**src/rtl/riscv_wb_arbiter.sv**
```systemverilog
// Writeback arbiter: round-robin between ALU (A) and load unit (B) into one
// register-file write port, plus a pending-write scoreboard for hazard queries.
module riscv_wb_arbiter #(
    parameter int XLEN = 32
) (
    input  logic            clk,
    input  logic            rst,
    input  logic            a_valid,
    input  logic [4:0]      a_rd,
    input  logic [XLEN-1:0] a_data,
    output logic            a_ready,
    input  logic            b_valid,
    input  logic [4:0]      b_rd,
    input  logic [XLEN-1:0] b_data,
    output logic            b_ready,
    input  logic            sb_set,
    input  logic [4:0]      sb_set_rd,
    input  logic [4:0]      rs1_addr,
    input  logic [4:0]      rs2_addr,
    output logic            rs1_busy,
    output logic            rs2_busy,
    output logic            rf_wen,
    output logic [4:0]      rf_rd,
    output logic [XLEN-1:0] rf_data
);

    logic            rr_ptr_p0;
    logic            grant_a;
    logic            grant_b;
    logic [4:0]      sel_rd;
    logic [XLEN-1:0] sel_data;
    logic            rf_wen_p1;
    logic [4:0]      rf_rd_p1;
    logic [XLEN-1:0] rf_data_p1;
    logic [31:0]     busy_p1;
    logic [31:0]     busy_nxt;

    // rr_ptr_p0 = 0 favours A, 1 favours B when both request
    always_comb begin
        grant_a = 1'b0;
        grant_b = 1'b0;
        if (!rst) begin
            grant_a = a_valid && (!b_valid || !rr_ptr_p0);
            grant_b = b_valid && (!a_valid ||  rr_ptr_p0);
        end
    end

    assign a_ready  = grant_a;
    assign b_ready  = grant_b;
    assign sel_rd   = grant_b ? b_rd   : a_rd;
    assign sel_data = grant_b ? b_data : a_data;

    always_ff @(posedge clk) begin
        if (rst) begin
            rr_ptr_p0 <= 1'b0;
        end else if (a_valid && b_valid) begin
            rr_ptr_p0 <= grant_a;
        end
    end

    // ---- stage p1: registered write port ----
    always_ff @(posedge clk) begin
        if (rst) begin
            rf_wen_p1  <= 1'b0;
            rf_rd_p1   <= '0;
            rf_data_p1 <= '0;
        end else if ((grant_a || grant_b) && sel_rd != 5'd0) begin
            rf_wen_p1  <= 1'b1;
            rf_rd_p1   <= sel_rd;
            rf_data_p1 <= sel_data;
        end else begin
            rf_wen_p1  <= 1'b0;
        end
    end

    assign rf_wen  = rf_wen_p1;
    assign rf_rd   = rf_rd_p1;
    assign rf_data = rf_data_p1;

    // A same-cycle reservation is newer than the retiring write, so set wins
    always_comb begin
        busy_nxt = busy_p1;
        if (rf_wen_p1) begin
            busy_nxt[rf_rd_p1] = 1'b0;
        end
        if (sb_set && sb_set_rd != 5'd0) begin
            busy_nxt[sb_set_rd] = 1'b1;
        end
        busy_nxt[0] = 1'b0;
    end

    always_ff @(posedge clk) begin
        if (rst) begin
            busy_p1 <= '0;
        end else begin
            busy_p1 <= busy_nxt;
        end
    end

    assign rs1_busy = busy_p1[rs1_addr] ||
                      (rf_wen_p1 && rf_rd_p1 == rs1_addr && rf_rd_p1 != 5'd0);
    assign rs2_busy = busy_p1[rs2_addr] ||
                      (rf_wen_p1 && rf_rd_p1 == rs2_addr && rf_rd_p1 != 5'd0);

endmodule

```
**config.mk**
```make
export PLATFORM = sky130hd
export DESIGN_NAME = riscv_wb_arbiter
export DESIGN_NICKNAME = d
export VERILOG_FILES = /design/src/rtl/riscv_wb_arbiter.sv
export SDC_FILE = /design/constraint.sdc
export NUM_CORES = 1
export LEC_CHECK = 0
export CAP_MARGIN = 15
export CORE_UTILIZATION = 57
export DETAILED_ROUTE_END_ITERATION = 6
export DONT_BUFFER_PORTS = 1
export PLACE_DENSITY = 0.75
export SETUP_SLACK_MARGIN = 0.1
export SYNTH_ARGS = -nofsm -noshare
export SYNTH_HDL_FRONTEND = slang
export SYNTH_SLANG_ARGS = --single-unit
```
**constraint.sdc**
```tcl
create_clock -name clk -period 2.4 [get_ports clk]
set_input_delay 0.48 -clock clk [delete_from_list [all_inputs] [get_ports clk]]
set_output_delay 0.48 -clock clk [all_outputs]
set_load 0.05 [all_outputs]
```
==> run summary, run 1 <==
routability congestion estimate from global placement -> 0.900
Port Buf Inserts -> 0
Synth cell types -> 37
Ant. Diodes -> 0
crit-path max FO -> 3
CTS H-Tree Depth -> 3
number of endpoints with negative hold slack in the final report -> 0
number of warnings issued by yosys -> 0
CTS Buf Count -> 9
kind of cell adding the most delay to the critical path -> multiplexers
most common library cells after synthesis -> 79 x sky130_fd_sc_hd__mux2i_1, 70 x sky130_fd_sc_hd__dfxtp_1, 70 x sky130_fd_sc_hd__nand2_1, 34 x sky130_fd_sc_hd__a21oi_1, 26 x sky130_fd_sc_hd__o21ai_0
most frequently used flop master after synthesis -> sky130_fd_sc_hd__dfxtp_1
global-route wire length before repair -> 14500 um
Max Transition Viols Final -> 0
Period Utilization, post-route -> 99.8%
post-synthesis share of cell area spent on full adders, half adders and majority gates -> 0%
most frequently used cell type in the post-synthesis netlist -> sky130_fd_sc_hd__mux2i_1
Mapped Nets -> 501
Tmin final -> 2.40 ns
fraction of synthesis flops using an asynchronous set or reset pin -> 0%
HPWL Detailed -> 6420 um
Worst EP arrival -> 1.92 ns
combinational family with the most area after synthesis -> multiplexers
Starting Density -> 59.3%
met3 capacity usage during global routing -> 7.36%
Layout Area Growth over Synthesis -> 11.2%
Core Rows -> 29
global-route track usage on met1 -> 33.5%
Bufs and invs on worst path -> 1
reg2reg start -> rr_ptr_p0
top cells by area in the synthesized netlist -> sky130_fd_sc_hd__dfxtp_1 37%, sky130_fd_sc_hd__mux2i_1 21%, sky130_fd_sc_hd__nand2_1 7.0%
final-report setup violation count -> 0
clock edge transition at the registers on the reported setup and hold paths -> 0.08 ns
Die H -> 83.2 um
startpoint type of the worst setup path -> register
delay of the slowest critical-path stage -> 0.45 ns
fraction of the yosys area taken by sequential cells -> 37.2%
pin count of the biggest net entering global routing -> 39
Antenna Nets Post-Route -> 0
die area -> 0.00693 mm2
number of search-and-repair iterations in the first detailed-routing pass -> 5
Sink Count -> 70
Critical Path Slowest Stage Cell -> sky130_fd_sc_hd__mux4_2
total length of routed wires -> 9070 um
source-to-sink clock delay at the later pin of the worst-skew pair -> 0.34 ns
startpoint of the most critical hold path -> rst
worst vdd rail ir drop -> 0.532 mV
global-route track usage on met2 -> 41.5%
grt ovf -> 0
number of antenna violations at the first check in global routing -> 0
proportion of synthesized area in mux cells -> 29.1%
routed wirelength normalized by instance count -> 18.5 um
vias in the first global route -> 3014
upper clock frequency limit -> 0.417 GHz
Synth Register Bits -> 70
clock buffer depth -> 2
Die W -> 83.2 um
number of vias after detailed routing -> 3131
number of violations of the max-capacitance limit -> 0
Post-Synthesis Mean Instance Area -> 9.24 um2
core area -> 0.00635 mm2
crit path cell chain -> mux4_2, nand3b_1, nand2_2, o311ai_4, o41ai_4, buf_6
Mapped Area -> 0.00376 mm2
CTS Root Buffer Type -> sky130_fd_sc_hd__clkbuf_8
TritonCTS clock tree -> yes
RSZ-0062 raised after global routing -> yes
# DRC -> 0
top-area cell type share of the netlist area -> 37.2%
cell taking the most area after synthesis -> sky130_fd_sc_hd__dfxtp_1
number of synthesized flops with an enable pin -> 0
vias per inst -> 6.40
clock tree skew after final layout -> 0.00875 ns
Cells after Synth -> 407
Rel. slew slack -> 49.6%
sum of negative setup slack -> 0 ns
area share of xor/xnor cells in the synthesized design -> 2.56%
worst setup path category -> register to primary output
synthesized-area fraction occupied by and/or/nand/nor cells -> 14.2%
start point of the critical path -> busy_p1[12]
Detailed Route Iter0 Violations -> 249
path type of the worst min-delay path -> input port to register
status -> finished, final reports clean
number of I/O pins -> 136
Hold-fix buffers, CTS -> 0
power per unit of standard cell area -> 662 mW/mm2
Compound-Gate Fraction of Synth Area -> 12.7%
leakage -> 1.82 nW
NumNets Final -> 501
fraction of final layout cells sized beyond drive strength 1 -> 19.2%
actual transition at the worst max-transition pin -> 0.753 ns
Placement Setup Slack -> 0.0916 ns
category of the worst setup path capture point -> primary output
post-route setup slack -> 0.00463 ns
most crowded layer after global routing -> met2
required time reported for the critical path endpoint -> 1.92 ns
global-route total usage across every layer -> 26.0%
[stage by stage]
step	instance area [um2]	hold slack (ns)	power, mW	util, %	std cells
after detailed placement	3930	0.480	1.93	61.9	472
after floorplan	3850	0.460	1.87	-	407
final	4180	0.190	2.77	65.9	489
after CTS	4130	0.182	2.78	65.0	489
after global routing	4180	0.164	2.89	65.9	489
after global placement	3930	0.474	1.92	61.9	472
[flip-flops by register name (all words and copies together), names as in the netlist]
signal,flops
busy_p1,31
rf_data,32
rf_rd,5
rf_wen,1
rr_ptr_p0,1
[power by group]
group / switching (mW) / leakage [nW] / internal [mW]
logic: 0.235 / 1.16 / 0.182
clock network: 0.450 / 0.0857 / 0.403
registers: 0.259 / 0.581 / 1.24
[final cells by class]
class / count / area [um2]
clock inverters: 5 / 33.8
flip-flops and latches: 70 / 1420
inverters: 4 / 15.0
clock buffers: 11 / 141
well taps: 77 / 96.3
repair buffers: 18 / 159
fillers: 541 / 2170
multi-input cells: 304 / 2320
[final timing paths]
check,slack (ns),endpoint,cells past startpoint
worst max-delay path,0.005,rs2_busy,6
worst min-delay path,0.19,busy_p1[11],1
worst max register to register,0.49,rf_rd[4],5
worst min register to register,0.49,busy_p1[10],2
[logic make-up after synthesis]
logic type	after synthesis
AOI/OAI and AO/OA	82
muxes	95
buffers and inverters	33
DFF	70
xor gates and xnor gates	11
and+or+nand+nor	116
[metal layers]
layer  vias to the layer above  routed length, um
li1                       1458                  -
met3                        18                829
met4                         0                113
met2                       161               4430
met5                         -                  0
met1                      1494               3700
[repair_timing]
action                                  4_1_cts  5_1_grt
endpoints found under the setup margin        1        3
pin swaps                                     2        2
gates resized for setup                       5       15
setup buffers                                 1        0
[cells in the final DEF (no fill, tap or decap), drive strengths merged]
cell	n
inv	5
a221oi	1
clkinvlp	2
a41o	1
nor2b	4
nor2	13
o31ai	2
nor3b	5
o21ai	33
nand3b	8
buf	18
a2111oi	1
nand3	6
clkbuf	11
clkinv	2
mux2	5
a21oi	34
o211ai	1
nor4	1
xor2	6
mux4	11
xnor2	5
nor3	2
a31o	5
and3	2
or3b	2
and3b	2
dfxtp	70
or3	1
nand2	70
a211oi	1
o41ai	2
o311ai	1
mux2i	79
Power figures use the tool's default switching activity.
==> run 2: changes to the inputs <==
- CORE_UTILIZATION: 57 -> 60
- PLACE_DENSITY: 0.75 -> 0.76
- clock period: 2.4 -> 2.8 ns (I/O delays scaled with it)
==> run 2 against run 1 <==
Compared with the run above: combinational power shrank 18%; non-clock buffer count decreased by 3; clock power is 17% higher; utilization grew 2.7 points; register-to-register slack improved by 0.22 ns; highest routed layer unchanged; sequential cell count unchanged; critical path depth unchanged; first-iteration DRC count up 5.6%.
==> run summary, run 2 (synthesis results as in run 1) <==
CTS Root Buffer Type -> sky130_fd_sc_hd__clkbuf_8
startpoint type of the worst setup path -> register
source-to-sink clock delay at the later pin of the worst-skew pair -> 0.34 ns
clock tree skew after final layout -> 0.00493 ns
Placement Setup Slack -> 0.235 ns
total length of routed wires -> 9010 um
number of standard cells in the layout, taps in and fillers out -> 484
final-report setup violation count -> 0
number of antenna violations at the first check in global routing -> 0
leakage -> 1.82 nW
Filler cells -> 504
HPWL Detailed -> 6340 um
category of the worst setup path capture point -> primary output
post-route setup slack -> 0.238 ns
Starting Density -> 62.8%
status -> finished, final reports clean
NumNets Final -> 498
actual transition at the worst max-transition pin -> 0.783 ns
Rel. slew slack -> 47.6%
vias in the first global route -> 2854
Antenna Nets Post-Route -> 0
most frequent standard cell in the layout excluding fill and tap cells -> sky130_fd_sc_hd__mux2i_1
total cell area at the placement stage -> 0.00385 mm2
clock edge transition at the registers on the reported setup and hold paths -> 0.08 ns
Tmin final -> 2.56 ns
RSZ-0062 raised after global routing -> no
pin count of the biggest net entering global routing -> 39
final instance area -> 0.00411 mm2
number of vias after detailed routing -> 3105
TritonCTS clock tree -> yes
Port Buf Inserts -> 0
core utilization of the finished layout -> 68.6%
top library cells by usage in the layout, fill and taps aside -> 79 x sky130_fd_sc_hd__mux2i_1, 70 x sky130_fd_sc_hd__nand2_1, 70 x sky130_fd_sc_hd__dfxtp_1, 34 x sky130_fd_sc_hd__a21oi_1, 26 x sky130_fd_sc_hd__o21ai_0
global-route total usage across every layer -> 27.7%
Sink Count -> 70
fraction of final layout cells sized beyond drive strength 1 -> 13.2%
Die W -> 81.2 um
routability congestion estimate from global placement -> 0.869
upper clock frequency limit -> 0.390 GHz
routed wirelength normalized by instance count -> 18.6 um
number of violations of the max-capacitance limit -> 0
Max Transition Viols Final -> 0
required time reported for the critical path endpoint -> 2.24 ns
number of endpoints with negative hold slack in the final report -> 0
die area -> 0.00659 mm2
Die H -> 81.2 um
number of search-and-repair iterations in the first detailed-routing pass -> 4
CTS H-Tree Depth -> 3
core area -> 0.00599 mm2
number of flip-flops in the largest register -> 32
Worst EP arrival -> 2.00 ns
# DRC -> 0
power per unit of standard cell area -> 639 mW/mm2
number of I/O pins -> 136
path type of the worst min-delay path -> input port to register
Layout Area Growth over Synthesis -> 9.21%
CTS Buf Count -> 9
worst vdd rail ir drop -> 0.463 mV
worst setup path category -> register to primary output
Ant. Diodes -> 0
sum of negative setup slack -> 0 ns
crit-path max FO -> 3
grt ovf -> 0
Core Rows -> 28
Period Utilization, post-route -> 91.5%
vias per inst -> 6.42
cell count after placement -> 468
global-route wire length before repair -> 13600 um
clock buffer depth -> 2
Detailed Route Iter0 Violations -> 263
[run 2: cell count changes in the layout (fill, tap and decap cells not counted), moves of 2 or more]
cell and delta:
sky130_fd_sc_hd__buf_6 -3, sky130_fd_sc_hd__bufinv_16 +3, sky130_fd_sc_hd__clkinv_2 -2, sky130_fd_sc_hd__dfxtp_1 +12, sky130_fd_sc_hd__dfxtp_2 -12, sky130_fd_sc_hd__o31ai_1 +2
[run 2: worst paths after layout]
| path | startpoint | endpoint | slack, ns | cells after the start |
|---|---|---|---|---|
| hold / removal | rst | busy_p1[7] | 0.28 | 1 |
| hold reg to reg | busy_p1[30] | busy_p1[30] | 0.49 | 2 |
| setup / recovery | busy_p1[5] | rs2_busy | 0.24 | 6 |
| setup reg to reg | rr_ptr_p0 | rf_data[4] | 0.71 | 5 |
[run 2: per-stage QoR]
step           total power [mW]  hold WS, ns
2_1_floorplan              1.59        0.460
3_3_place_gp               1.64        0.469
3_5_place_dp               1.65        0.475
4_1_cts                    2.64        0.259
5_1_grt                    2.72        0.257
6_report                   2.62        0.276
[run 2: repair_timing]
item	CTS	global route
endpoints found under the setup margin	0	1
hold buffers	0	0
setup buffers	0	0
resized for setup	0	1
[run 2: area by class of cell]
type,instances,area [um2],share of cell area [%]
multi-input combinational,304,2240,54.5
sequential,70,1400,34.1
clock buffer,11,141,3.44
timing repair buffer,15,113,2.74
clock inverter,5,106,2.59
tap,75,93.8,2.28
inverter,4,15.0,0.365
[run 2: power by group]
part | switching [mW] | total [mW] | internal, mW
logic | 0.197 | 0.341 | 0.144
registers | 0.221 | 1.28 | 1.06
clock network | 0.384 | 1.00 | 0.618
total | 0.802 | 2.62 | 1.82
[run 2: metal layers]
metal / wire length (um) / global-route usage [%] / up-vias / share of wire, %
li1: - / - / 1447 / -
met1: 3580 / 34.6 / 1469 / 40
met2: 4370 / 43.7 / 182 / 48
met3: 998 / 7.75 / 7 / 11
met4: 65 / 13.9 / 0 / 0.72
met5: 0 / 0 / - / 0
[run 2: critical path, cell delays in order (launching register included)]
cell and delay [ns]:
sky130_fd_sc_hd__dfxtp_1 0.33, sky130_fd_sc_hd__mux2_1 0.30, sky130_fd_sc_hd__a221oi_1 0.29, sky130_fd_sc_hd__nor3_1 0.09, sky130_fd_sc_hd__o311ai_2 0.30, sky130_fd_sc_hd__o41ai_4 0.13
sky130_fd_sc_hd__buf_4 0.21
